==> src/rtl/obi_stream_writer.sv <==
// OBI write initiator: drains a valid/ready word stream into one OBI write per word,
// to a fixed or auto-incrementing address, with outstanding tracking and error flag.
module obi_stream_writer #(
    parameter int unsigned DATA_WIDTH      = 32,
    parameter int unsigned ADDR_WIDTH      = 32,
    parameter int unsigned MAX_OUTSTANDING = 2,
    parameter int unsigned CNT_WIDTH       = 16
) (
    input  logic                  clk_i,
    input  logic                  rst_ni,
    input  logic [ADDR_WIDTH-1:0] base_addr_i,
    input  logic                  incr_en_i,
    input  logic [DATA_WIDTH-1:0] data_i,
    input  logic                  valid_i,
    output logic                  ready_o,
    output logic                  req_o,
    input  logic                  gnt_i,
    output logic [ADDR_WIDTH-1:0] addr_o,
    output logic                  we_o,
    output logic [3:0]            be_o,
    output logic [DATA_WIDTH-1:0] wdata_o,
    input  logic                  rvalid_i,
    input  logic [DATA_WIDTH-1:0] rdata_i,
    output logic                  busy_o,
    output logic [CNT_WIDTH-1:0]  done_cnt_o,
    output logic                  err_o
);

    localparam int unsigned OutW = $clog2(MAX_OUTSTANDING + 1);
    localparam logic [OutW-1:0] MaxOut = OutW'(MAX_OUTSTANDING);

    typedef enum logic [1:0] {StIdle, StReq, StStall, StDrain} state_e;

    state_e                state_q, state_d;
    logic                  hold_valid_q, hold_valid_d;
    logic [DATA_WIDTH-1:0] hold_data_q, hold_data_d;
    logic [OutW-1:0]       out_q, out_d;
    logic [ADDR_WIDTH-1:0] cur_addr_q, cur_addr_d;
    logic                  incr_q, incr_d;
    logic [CNT_WIDTH-1:0]  done_cnt_q, done_cnt_d;
    logic                  err_q, err_d;
    logic                  en_q;

    logic fire;
    logic accept;
    logic rsp_ok;
    logic load_addr;
    logic unused_rdata;

    assign unused_rdata = ^rdata_i;

    // en_q keeps ready_o low while in reset and for the first edge after release.
    assign req_o      = (state_q == StReq);
    assign fire       = req_o & gnt_i;
    assign ready_o    = en_q & (~hold_valid_q | fire);
    assign accept     = valid_i & ready_o;
    assign rsp_ok     = rvalid_i & (out_q != '0);
    assign addr_o     = cur_addr_q;
    assign wdata_o    = hold_data_q;
    assign we_o       = 1'b1;
    assign be_o       = 4'hF;
    assign busy_o     = (state_q != StIdle) | (out_q != '0);
    assign done_cnt_o = done_cnt_q;
    assign err_o      = err_q;

    always_comb begin
        out_d = out_q;
        if (fire && !rsp_ok) begin
            out_d = out_q + 1'b1;
        end else if (!fire && rsp_ok) begin
            out_d = out_q - 1'b1;
        end
    end

    always_comb begin
        state_d   = state_q;
        load_addr = 1'b0;
        case (state_q)
            StIdle: begin
                if (accept) begin
                    state_d   = StReq;
                    load_addr = 1'b1;
                end
            end
            StReq: begin
                if (fire) begin
                    if (accept) begin
                        state_d = (out_d == MaxOut) ? StStall : StReq;
                    end else begin
                        state_d = StDrain;
                    end
                end
            end
            StStall: begin
                if (out_d < MaxOut) begin
                    state_d = StReq;
                end
            end
            StDrain: begin
                if (accept) begin
                    state_d = (out_d == MaxOut) ? StStall : StReq;
                end else if (out_d == '0) begin
                    state_d = StIdle;
                end
            end
            default: state_d = StIdle;
        endcase
    end

    always_comb begin
        hold_valid_d = hold_valid_q;
        hold_data_d  = hold_data_q;
        if (accept) begin
            hold_valid_d = 1'b1;
            hold_data_d  = data_i;
        end else if (fire) begin
            hold_valid_d = 1'b0;
        end

        cur_addr_d = cur_addr_q;
        incr_d     = incr_q;
        if (load_addr) begin
            cur_addr_d = base_addr_i;
            incr_d     = incr_en_i;
        end else if (fire && incr_q) begin
            cur_addr_d = cur_addr_q + ADDR_WIDTH'(4);
        end

        done_cnt_d = done_cnt_q + CNT_WIDTH'(rsp_ok);
        err_d      = err_q | (rvalid_i & (out_q == '0));
    end

    always_ff @(posedge clk_i or negedge rst_ni) begin
        if (!rst_ni) begin
            state_q      <= StIdle;
            hold_valid_q <= 1'b0;
            hold_data_q  <= '0;
            out_q        <= '0;
            cur_addr_q   <= '0;
            incr_q       <= 1'b0;
            done_cnt_q   <= '0;
            err_q        <= 1'b0;
            en_q         <= 1'b0;
        end else begin
            state_q      <= state_d;
            hold_valid_q <= hold_valid_d;
            hold_data_q  <= hold_data_d;
            out_q        <= out_d;
            cur_addr_q   <= cur_addr_d;
            incr_q       <= incr_d;
            done_cnt_q   <= done_cnt_d;
            err_q        <= err_d;
            en_q         <= 1'b1;
        end
    end

endmodule

==> config.mk <==
export PLATFORM = sky130hd
export DESIGN_NAME = obi_stream_writer
export DESIGN_NICKNAME = d
export VERILOG_FILES = /design/src/rtl/obi_stream_writer.sv
export SDC_FILE = /design/constraint.sdc
export NUM_CORES = 1
export LEC_CHECK = 0
export BUFFER_PORTS_ARGS = -buffer_cell sky130_fd_sc_hd__clkbuf_2
export CORE_MARGIN = 2
export CORE_UTILIZATION = 51
export CTS_CLUSTER_DIAMETER = 80
export DETAILED_ROUTE_END_ITERATION = 8
export PLACE_DENSITY_LB_ADDON = 0.15
export SYNTH_ARGS = -nofsm -noshare
export SYNTH_HDL_FRONTEND = slang
export SYNTH_SLANG_ARGS = --single-unit
==> constraint.sdc <==
create_clock -name clk_i -period 4.1 [get_ports clk_i]
set_input_delay 0.41 -clock clk_i [delete_from_list [all_inputs] [get_ports clk_i]]
set_output_delay 0.41 -clock clk_i [all_outputs]
set_load 0.05 [all_outputs]
==> summary.txt, run 1 <==
CP startpoint kind = register
Starting Density = 53.29%
Num CTS Buffers = 9
nets@finish = 644
count of different cell masters after synthesis = 46
routability-driven placement congestion ratio = 0.8568
1st-pass router iterations = 6
Ports = 191
later-pin clock latency in the skew report = 0.36 ns
Pwr Density = 903.4 nW/um2
total gr overflow = 0
die footprint = 8895 um2
Inst Count DP = 629
final setup fails = 0
deepest clock path buffer count = 2
VDD IR max = 0.5849 mV
Lkg Pwr = 0.002519 uW
H-tree depth = 3
core footprint = 7807 um2
commonest register cell after synthesis = dfrtp_1
drt drc = 0
syn_area_per_cell = 10.69 um2
CTS tree = yes
antenna violations before repair = 0
Setup Crit Path Kind = register to register
# Post-CTS Setup Buffers = 0
Layout Cells excl Fill = 645
critical-path maximum fanout = 6
number of global-route vias before repair = 3228
die height = 94.32 um
Post-Syn Area = 4160 um2
power share of the combinational group = 51.1%
Flop pwr share = 34.1%
Max Cap Viol = 0
Async S/R FF share, synth = 100.0%
DR vias/cell = 5.229
Critical R2R Launch = out_q[0]
Slew @ Worst Pin = 1.040 ns
Vias = 3373
area occupied by multi-input gates = 1854 um2
fin. max-slew vios = 0
antenna-violating nets left = 0
final core occ = 66.92%
first-pass GRT wire length = 14900 um
share of layout cells above drive strength 1 = 38.86%
min-delay worst type = primary input to async pin
Max Fclk = 438.5 MHz
Hold Fails Final Rpt = 0
FILL cells = 694
Final TNS setup = 0 ns
largest net degree at the start of global routing = 61
critical path required time = 4.34 ns
placed inst area = 4990 um2
Tcrit/Tclk final = 55.63%
fin worst setup slack = 1.819 ns
CTS root buf = clkbuf_8
post-cts sizing count = 0
chip width = 94.32 um
Register Area = 2202 um2
Clock power frac = 14.8%
CTS Sinks = 88
Setup crit start = out_q[0]
RSZ-0062 raised after global routing = false
DRT iter0 DRCs = 113
yosys warns = 0
critical path endpoint category = register
Final min period = 2.281 ns
Int Power = 2241 uW
HPWL Detailed = 6808 um
Psw = 2479 uW
I/O Buffers = 153
cts hold-fix bufs = 0
status = finished clean
area grow syn2layout = 25.59%
site row count = 32
worst rel slew slack = 30.52%
pre-CTS setup slack = 1.812 ns
Data arrival, critical path = 2.52 ns
Total Wirelength = 9164 um
Post-synth EDFFs = 0
antenna cell count = 0
WL per Instance = 14.21 um
final design area excluding fillers = 5225 um2
GRT Overall Usage = 21.17%
Clock Skew = 0.01564 ns
Cells after Synth = 389
Seq/Total Area, Yosys = 52.93%
clock-pin slew on the worst setup and hold paths = 0.10 ns
Yosys reg bits = 88
Sw Share = 52.52%
==> synth_stat cells (2+ instances only) <==
master / instances / area [um2]
nand3b_1: 2 / 15.01
and2_1: 2 / 12.51
and4b_1: 2 / 20.02
and3_1: 6 / 37.54
nand2_1: 56 / 210.2
nand3_1: 25 / 125.1
clkbuf_1: 10 / 37.54
a21o_1: 2 / 15.01
nand2b_1: 2 / 12.51
mux2_2: 32 / 360.4
ha_1: 4 / 50.05
xnor2_1: 20 / 175.2
and4_1: 5 / 43.79
mux2i_1: 2 / 20.02
a22oi_1: 5 / 37.54
nor2_1: 21 / 78.83
o211ai_1: 4 / 30.03
o21ai_0: 23 / 115.1
dfrtp_1: 88 / 2202
nand4_1: 9 / 56.30
inv_1: 6 / 22.52
a211oi_1: 2 / 15.01
xor2_1: 16 / 140.1
nor4_2: 2 / 25.02
buf_4: 5 / 37.54
nor3_1: 6 / 30.03
buf_2: 6 / 30.03
a21oi_1: 8 / 40.04
==> metal layers <==
| metal | part of all wire (%) | GRT usage (%) | vias up | routed length, um |
|---|---|---|---|---|
| met5 | 0 | 0 | - | 0 |
| met4 | 1.2 | 5.797 | 0 | 107 |
| met3 | 7.0 | 6.340 | 9 | 642 |
| met2 | 48 | 34.40 | 107 | 4426 |
| met1 | 44 | 27.79 | 1615 | 3988 |
| li1 | - | - | 1642 | - |
==> flip-flops by register name, indices dropped and copies added (netlist names) <==
name	flops
addr_o	32
wdata_o	32
done_cnt_o	16
out_q	2
state_q	2
en_q	1
err_o	1
hold_valid_q	1
incr_q	1
==> through the flow <==
stage	power (uW)	hold WS, ns
floorplan	3459	0.1144
global route	4984	0.1592
finish	4720	0.1122
CTS	4758	0.1353
global placement	3993	0.4404
detailed placement	4053	0.4512
==> area by class of cell <==
class                           instances  area share (%)
Clock buffer                           10           2.634
Clock inverter                          6           1.868
Inverter                                6          0.4310
Multi-Input combinational cell        278           35.49
Sequential cell                        88           42.15
Tap cell                              102           2.443
Timing Repair Buffer                  155           14.99
==> power groups by stage <==
stage,clock (uW),sequential (uW),combinational (uW)
CTS,713,1610,2430
finish,699,1610,2410
global route,750,1680,2550
global placement,0,1600,2400
detailed placement,0,1620,2430
floorplan,0,2750,709
==> kinds of logic (layout without fill, tap and decap cells) <==
| family | count (synthesis) | count (layout) | share of synthesized area [%] |
|---|---|---|---|
| AO/OA/AOI/OAI | 51 | 51 | 7.429 |
| XOR/XNOR | 36 | 36 | 7.579 |
| adder cells (fa/ha/maj) | 4 | 4 | 1.203 |
| buffers and inverters | 28 | 177 | 3.339 |
| flip-flops | 88 | 88 | 52.93 |
| multiplexers | 34 | 34 | 9.143 |
| other | 1 | 6 | 0.09014 |
| AND/OR/NAND/NOR | 147 | 147 | 18.29 |
==> worst paths after layout <==
path / end / slack (ns) / cells after the start
setup reg to reg: state_q[1] / 1.82 / 8
max in group asynchronous: err_o / 3.10 / 2
hold / removal: done_cnt_o[5] / 0.11 / 1
min in group clk_i: addr_o[0] / 0.25 / 3
hold reg to reg: err_o / 0.47 / 1
setup / recovery: state_q[1] / 1.82 / 8
==> worst max-delay path, cell delays in order, from the launching register on <==
cell      delay (ns)
dfrtp_1         0.44
inv_1           0.14
ha_1            0.21
nand2b_1        0.22
inv_1           0.14
xnor2_1         0.19
a311oi_1        0.39
o21ai_0         0.16
a32o_1          0.28
==> layout by cell type, fill, tap and decap left out, types with 2 or more instances in the layout <==
cell type	n
a211oi_1	2
clkbuf_8	10
inv_6	3
bufinv_16	2
nand2_1	56
and3_1	6
and4b_1	2
a21o_1	2
nor2_1	21
conb_1	6
ha_1	4
nand3_1	25
dfrtp_1	88
buf_4	3
and4_1	5
mux2_2	32
a21oi_1	8
nand4_1	9
a22oi_1	5
xor2_1	16
o21ai_0	23
nand2b_1	2
inv_1	6
clkbuf_2	152
mux2i_1	2
o211ai_1	4
nor4_4	2
nor3_1	6
xnor2_1	20
nand3b_1	2
and2_1	2
Power figures use the tool's default switching activity.
==> run 2: changes to the inputs <==
--- a/config.mk
+++ b/config.mk
@@ -5,9 +5,10 @@
 export SDC_FILE = /design/constraint.sdc
 export NUM_CORES = 1
 export LEC_CHECK = 0
+export ABC_AREA = 1
 export BUFFER_PORTS_ARGS = -buffer_cell sky130_fd_sc_hd__clkbuf_2
 export CORE_MARGIN = 2
-export CORE_UTILIZATION = 51
+export CORE_UTILIZATION = 44
 export CTS_CLUSTER_DIAMETER = 80
 export DETAILED_ROUTE_END_ITERATION = 8
 export PLACE_DENSITY_LB_ADDON = 0.15
==> constraint.sdc (replaced) <==
create_clock -name clk_i -period 2 [get_ports clk_i]
set_input_delay 0.2 -clock clk_i [delete_from_list [all_inputs] [get_ports clk_i]]
set_output_delay 0.2 -clock clk_i [all_outputs]
set_load 0.05 [all_outputs]
==> run 2 against run 1 <==
Compared with the run above:
- sequential share of layout area shrank 4.3 points
- cell count grew 42%
- total power grew 100%
- synthesized area grew 9.7%
- via count grew 33%
- combinational power grew 110%
- sequential power grew 96%
==> summary.txt, run 2 <==
Pwr Density = 1623 nW/um2
final design area excluding fillers = 5817 um2
final setup fails = 0
Data arrival, critical path = 2.12 ns
most frequent cells in the layout = 260 x nand2_1, 152 x clkbuf_2, 88 x dfrtp_1, 56 x nor2_1, 46 x nand3_1
Final min period = 1.873 ns
Tcrit/Tclk final = 93.63%
count leader, synth = nand2_1
Seq/Total Area, Yosys = 48.25%
HPWL Detailed = 9208 um
DRT iter0 DRCs = 157
I/O Buffers = 153
Hold Fails Final Rpt = 0
Max Cap Viol = 0
count of different cell masters after synthesis = 34
Int Power = 4279 uW
share of layout cells above drive strength 1 = 27.25%
critical-path maximum fanout = 3
fin. max-slew vios = 0
Synth top area share = 48.25%
critical path required time = 2.25 ns
Setup Crit Path Kind = register to register
power share of the combinational group = 54.3%
die height = 105.9 um
deepest clock path buffer count = 2
worst rel slew slack = 63.98%
Buf/Inv on CP = 3
antenna-violating nets left = 0
largest delay contributor family on the critical path = simple AND/OR/NAND/NOR gates
pre-CTS setup slack = -0.03485 ns
Async S/R FF share, synth = 100.0%
most common cell after layout, fill and taps aside = nand2_1
area grow syn2layout = 27.44%
CP startpoint kind = register
critical path endpoint category = register
core footprint = 10180 um2
H-tree depth = 3
Starting Density = 44.82%
Max Fclk = 534.0 MHz
Lkg Pwr = 0.003121 uW
Yosys reg bits = 88
Worst path slowest cell = dfrtp_1
Clock power frac = 12.4%
Vias = 4494
1st-pass router iterations = 4
die footprint = 11200 um2
CTS root buf = clkbuf_8
Sw Share = 54.67%
worst-path cell chain = inv_1, ha_2, inv_1, nand2_1, inv_2, ha_4, ha_4, nand3_2, nor2_4, nand3_2, nor2_4, nand4_1, xnor2_1
chip width = 105.9 um
WL per Instance = 13.38 um
first-pass GRT wire length = 20380 um
Psw = 5161 uW
CTS Sinks = 88
yosys warns = 0
Clock Skew = 0.01202 ns
Post-synth EDFFs = 0
commonest cells in the netlist = 260 x nand2_1, 88 x dfrtp_1, 64 x nor2_1, 48 x nand3_1, 30 x inv_1
Cells after Synth = 606
DR vias/cell = 4.917
Post-Syn Area = 4564 um2
CTS tree = yes
CP max stage delay = 0.35 ns
total gr overflow = 0
VDD IR max = 0.9873 mV
Num CTS Buffers = 9
later-pin clock latency in the skew report = 0.36 ns
routability-driven placement congestion ratio = 0.9849
top post-synthesis cells by area = dfrtp_1 48%, nand2_1 21%, nand3_1 5.3%
antenna cell count = 0
site row count = 37
cell accounting for the most synthesized area = dfrtp_1
clock-pin slew on the worst setup and hold paths = 0.09 ns
largest net degree at the start of global routing = 48
Slew @ Worst Pin = 0.5402 ns
placed inst area = 5575 um2
syn_area_per_cell = 7.532 um2
nets@finish = 879
min-delay worst type = primary input to register
GRT Overall Usage = 22.92%
fin worst setup slack = 0.1273 ns
number of global-route vias before repair = 4488
Flop pwr share = 33.4%
commonest register cell after synthesis = dfrtp_1
Total Wirelength = 12230 um
antenna violations before repair = 0
drt drc = 0
status = finished clean
Ports = 191
-- run 2: changes by cell type after synthesis, moves of 4 or more --
cell | before | now
mux2_2 | 32 | 0
xnor2_1 | 20 | 11
clkbuf_1 | 10 | 4
a22oi_1 | 5 | 0
nand3b_1 | 2 | 8
nand3_1 | 25 | 48
o21ai_0 | 23 | 9
and4_1 | 5 | 0
and3_1 | 6 | 1
o21ai_1 | 1 | 8
nor2_1 | 21 | 64
nand2_1 | 56 | 260
inv_2 | 0 | 4
inv_1 | 6 | 30
-- run 2: final timing paths --
kind	slack (ns)	depth (start not counted)	endpoint	from
setup / recovery	0.13	13	done_cnt_o[14]	out_q[0]
hold / removal	0.03	3	wdata_o[9]	data_i[9]
setup reg to reg	0.13	13	done_cnt_o[14]	out_q[0]
hold reg to reg	0.46	1	err_o	err_o
max in group asynchronous	0.95	3	done_cnt_o[1]	rst_ni
min in group asynchronous	0.39	2	addr_o[18]	rst_ni
-- run 2: cell type report --
cell class | instances | area [um2]
clock inverters | 4 | 28.78
repair buffers | 172 | 925.9
flip-flops and latches | 88 | 2202
clock buffers | 12 | 155.1
well taps | 136 | 170.2
inverters | 35 | 138.9
fillers | 983 | 4368
multi-input cells | 467 | 2196
-- run 2: cells by family after synthesis --
| kind of cell | count (synthesis) | synth area share, % |
|---|---|---|
| compound gates | 31 | 3.755 |
| xor+xnor | 25 | 4.797 |
| buf+inv | 56 | 5.592 |
| other cells | 1 | 0.08216 |
| simple gates | 401 | 36.43 |
| flops | 88 | 48.25 |
| fa+ha+maj | 4 | 1.097 |
-- run 2: power groups by stage --
| stage | clock network (uW) | logic (uW) | registers, uW |
|---|---|---|---|
| 6_report | 1170 | 5130 | 3150 |
| 5_1_grt | 1280 | 5530 | 3240 |
| 4_1_cts | 1210 | 5110 | 3140 |
| 3_5_place_dp | 0 | 5100 | 3150 |
| 3_3_place_gp | 0 | 4990 | 3140 |
| 2_1_floorplan | 0 | 1690 | 5200 |
-- run 2: worst min-delay path, stage by stage --
cell and delay, ns:
clkbuf_2 0.07, nand2_1 0.04, nand2_1 0.05
-- run 2: what timing repair did --
action	in CTS	in global routing
hold buffers	1	0
endpoints found under the setup margin	3	12
hold endpoints to repair	41	0
setup buffers	0	2
resized for setup	1	10
pin swaps	1	3
-- run 2: metal layers --
layer	track usage, %	up-vias	share of wire [%]
li1	-	2222	-
met2	38.89	168	48
met4	10.90	0	2.7
met5	0	-	0
met3	4.205	25	6.8
met1	28.16	2079	42
-- run 2: stage by stage --
step	hold slack (ns)	util (%)	TNS [ns]	instances	power (uW)
2_1_floorplan	-0.09559	-	0	611	6888
3_3_place_gp	0.2165	54.74	0	895	8122
3_5_place_dp	0.2321	54.74	-0.07766	895	8247
4_1_cts	0.006902	56.74	0	912	9463
5_1_grt	0.01431	57.11	-0.02206	914	10060
6_report	0.02971	57.11	0	914	9440
==> run 3: changes to the inputs <==
--- a/config.mk
+++ b/config.mk
@@ -11,7 +11,7 @@
 export CORE_UTILIZATION = 44
 export CTS_CLUSTER_DIAMETER = 80
 export DETAILED_ROUTE_END_ITERATION = 8
-export PLACE_DENSITY_LB_ADDON = 0.15
+export PLACE_DENSITY = 0.77
 export SYNTH_ARGS = -nofsm -noshare
 export SYNTH_HDL_FRONTEND = slang
 export SYNTH_SLANG_ARGS = --single-unit
==> run 3 against run 2 <==
Compared with the run above:
- first-iteration DRC count decreased by 4.5%
- register-to-register slack got worse by 0.02 ns
- combinational power about the same
- via count increased by 0.76%
- total power increased by 2.9%
- clock power increased by 20%
- flip-flop and latch count unchanged
- sequential power about the same
- clock skew about the same
- highest routed layer unchanged
==> summary.txt, run 3 (synthesized netlist as in run 2, its figures left out) <==
final setup fails = 0
nets@finish = 881
Hold Fails Final Rpt = 0
die footprint = 11200 um2
site row count = 37
Pwr Density = 1642 nW/um2
Lkg Pwr = 0.003173 uW
CTS Sinks = 88
CTS tree = yes
deepest clock path buffer count = 2
antenna cell count = 0
status = finished clean
largest net degree at the start of global routing = 44
Starting Density = 44.82%
FILL cells = 975
Setup Crit Path Kind = register to register
Buf/Inv on CP = 3
H-tree depth = 3
worst-path cell chain = inv_2, ha_2, inv_2, nand2_2, inv_2, ha_4, ha_4, nand3_4, nor2_4, nand3_4, nor2_4, nand3_2, xnor2_2
core footprint = 10180 um2
most common cell after layout, fill and taps aside = nand2_1
placed inst area = 5595 um2
antenna-violating nets left = 0
Ports = 191
drt drc = 0
clock-pin slew on the worst setup and hold paths = 0.09 ns
first-pass GRT wire length = 20690 um
share of layout cells above drive strength 1 = 27.86%
fin. max-slew vios = 0
critical path endpoint category = register
VDD IR max = 1.189 mV
antenna violations before repair = 0
min-delay worst type = primary input to register
I/O Buffers = 153
number of global-route vias before repair = 4569
die height = 105.9 um
1st-pass router iterations = 5
CP max stage delay = 0.38 ns
WL per Instance = 13.59 um
Vias = 4528
Final min period = 1.890 ns
area grow syn2layout = 29.58%
Worst path slowest cell = dfrtp_1
Worst path most repeated cell = inv_2
CP startpoint kind = register
Max Fclk = 529.1 MHz
DRT iter0 DRCs = 150
Data arrival, critical path = 2.13 ns
largest delay contributor family on the critical path = simple AND/OR/NAND/NOR gates
area occupied by multi-input gates = 2223 um2
final design area excluding fillers = 5914 um2
routability-driven placement congestion ratio = 0.9282
Num CTS Buffers = 9
most frequent cells in the layout = 259 x nand2_1, 152 x clkbuf_2, 88 x dfrtp_1, 59 x nor2_1, 44 x nand3_1
chip width = 105.9 um
GRT Overall Usage = 23.15%
Max Cap Viol = 0
Clock Skew = 0.01214 ns
Total Wirelength = 12440 um
critical path required time = 2.24 ns
Tcrit/Tclk final = 94.50%
later-pin clock latency in the skew report = 0.35 ns
CTS root buf = clkbuf_8
critical-path maximum fanout = 3
Register Area = 2202 um2
HPWL Detailed = 9559 um
final core occ = 58.07%
total gr overflow = 0
DR vias/cell = 4.949
## run 3: cell count changes in the layout (fill, tap and decap cells not counted), sizes merged
cell | previous run | this run
buf | 19 | 21
bufinv | 0 | 2
clkbuf | 164 | 163
clkinvlp | 2 | 0
## run 3: worst paths after layout
path	cells past startpoint	end	slack, ns	startpoint
hold / removal	3	wdata_o[31]	0.04	data_i[31]
setup reg to reg	13	done_cnt_o[12]	0.11	out_q[0]
max in group asynchronous	3	done_cnt_o[1]	1.08	rst_ni
hold reg to reg	1	err_o	0.46	err_o
min in group asynchronous	2	addr_o[25]	0.28	rst_ni
setup / recovery	13	done_cnt_o[12]	0.11	out_q[0]
## run 3: area by class of cell
cell class,count,area share [%]
Multi-Input combinational cell,467,37.59
Sequential cell,88,37.23
Timing Repair Buffer,174,16.12
Tap cell,136,2.877
Clock buffer,11,2.560
Inverter,35,2.306
Clock inverter,4,1.312
## run 3: metrics by stage
stage,total power [uW],setup WS (ns),setup TNS (ns),hold slack [ns],instances
global route,10330,-0.01067,-0.01719,0.03454,915
detailed placement,8284,-0.02721,-0.05148,0.1201,896
finish,9714,0.1100,0,0.03816,915
CTS,9734,0.001367,0,0.02211,912
floorplan,6888,0.002565,0,-0.09559,611
global placement,8139,0.03406,0,0.1119,896
## run 3: tightest hold or removal path, stage by stage
cell and delay [ns]:
clkbuf_2 0.07, nand2_1 0.04, nand2_1 0.05
## run 3: power breakdown
part / internal [uW] / switching [uW] / leakage (uW)
clock: 770 / 631 / 0.000116
sequential: 2470 / 690 / 0.00111
combinational: 1280 / 3870 / 0.00195
## run 3: routing by layer
| layer | global-route usage (%) | routed length (um) | vias up |
|---|---|---|---|
| met2 | 39.86 | 6020 | 170 |
| met4 | 9.492 | 287 | 0 |
| li1 | - | - | 2233 |
| met1 | 28.05 | 5186 | 2107 |
| met5 | 0 | 0 | - |
| met3 | 5.133 | 943 | 18 |
## run 3: what timing repair did
action                                  in CTS  in global routing
endpoints found under the setup margin       3                  7
resized for setup                            2                 12
pin swaps                                    0                  7
buffers inserted                             0                  3
hold endpoints to repair                    20                  0
hold buffers                                 1                  0
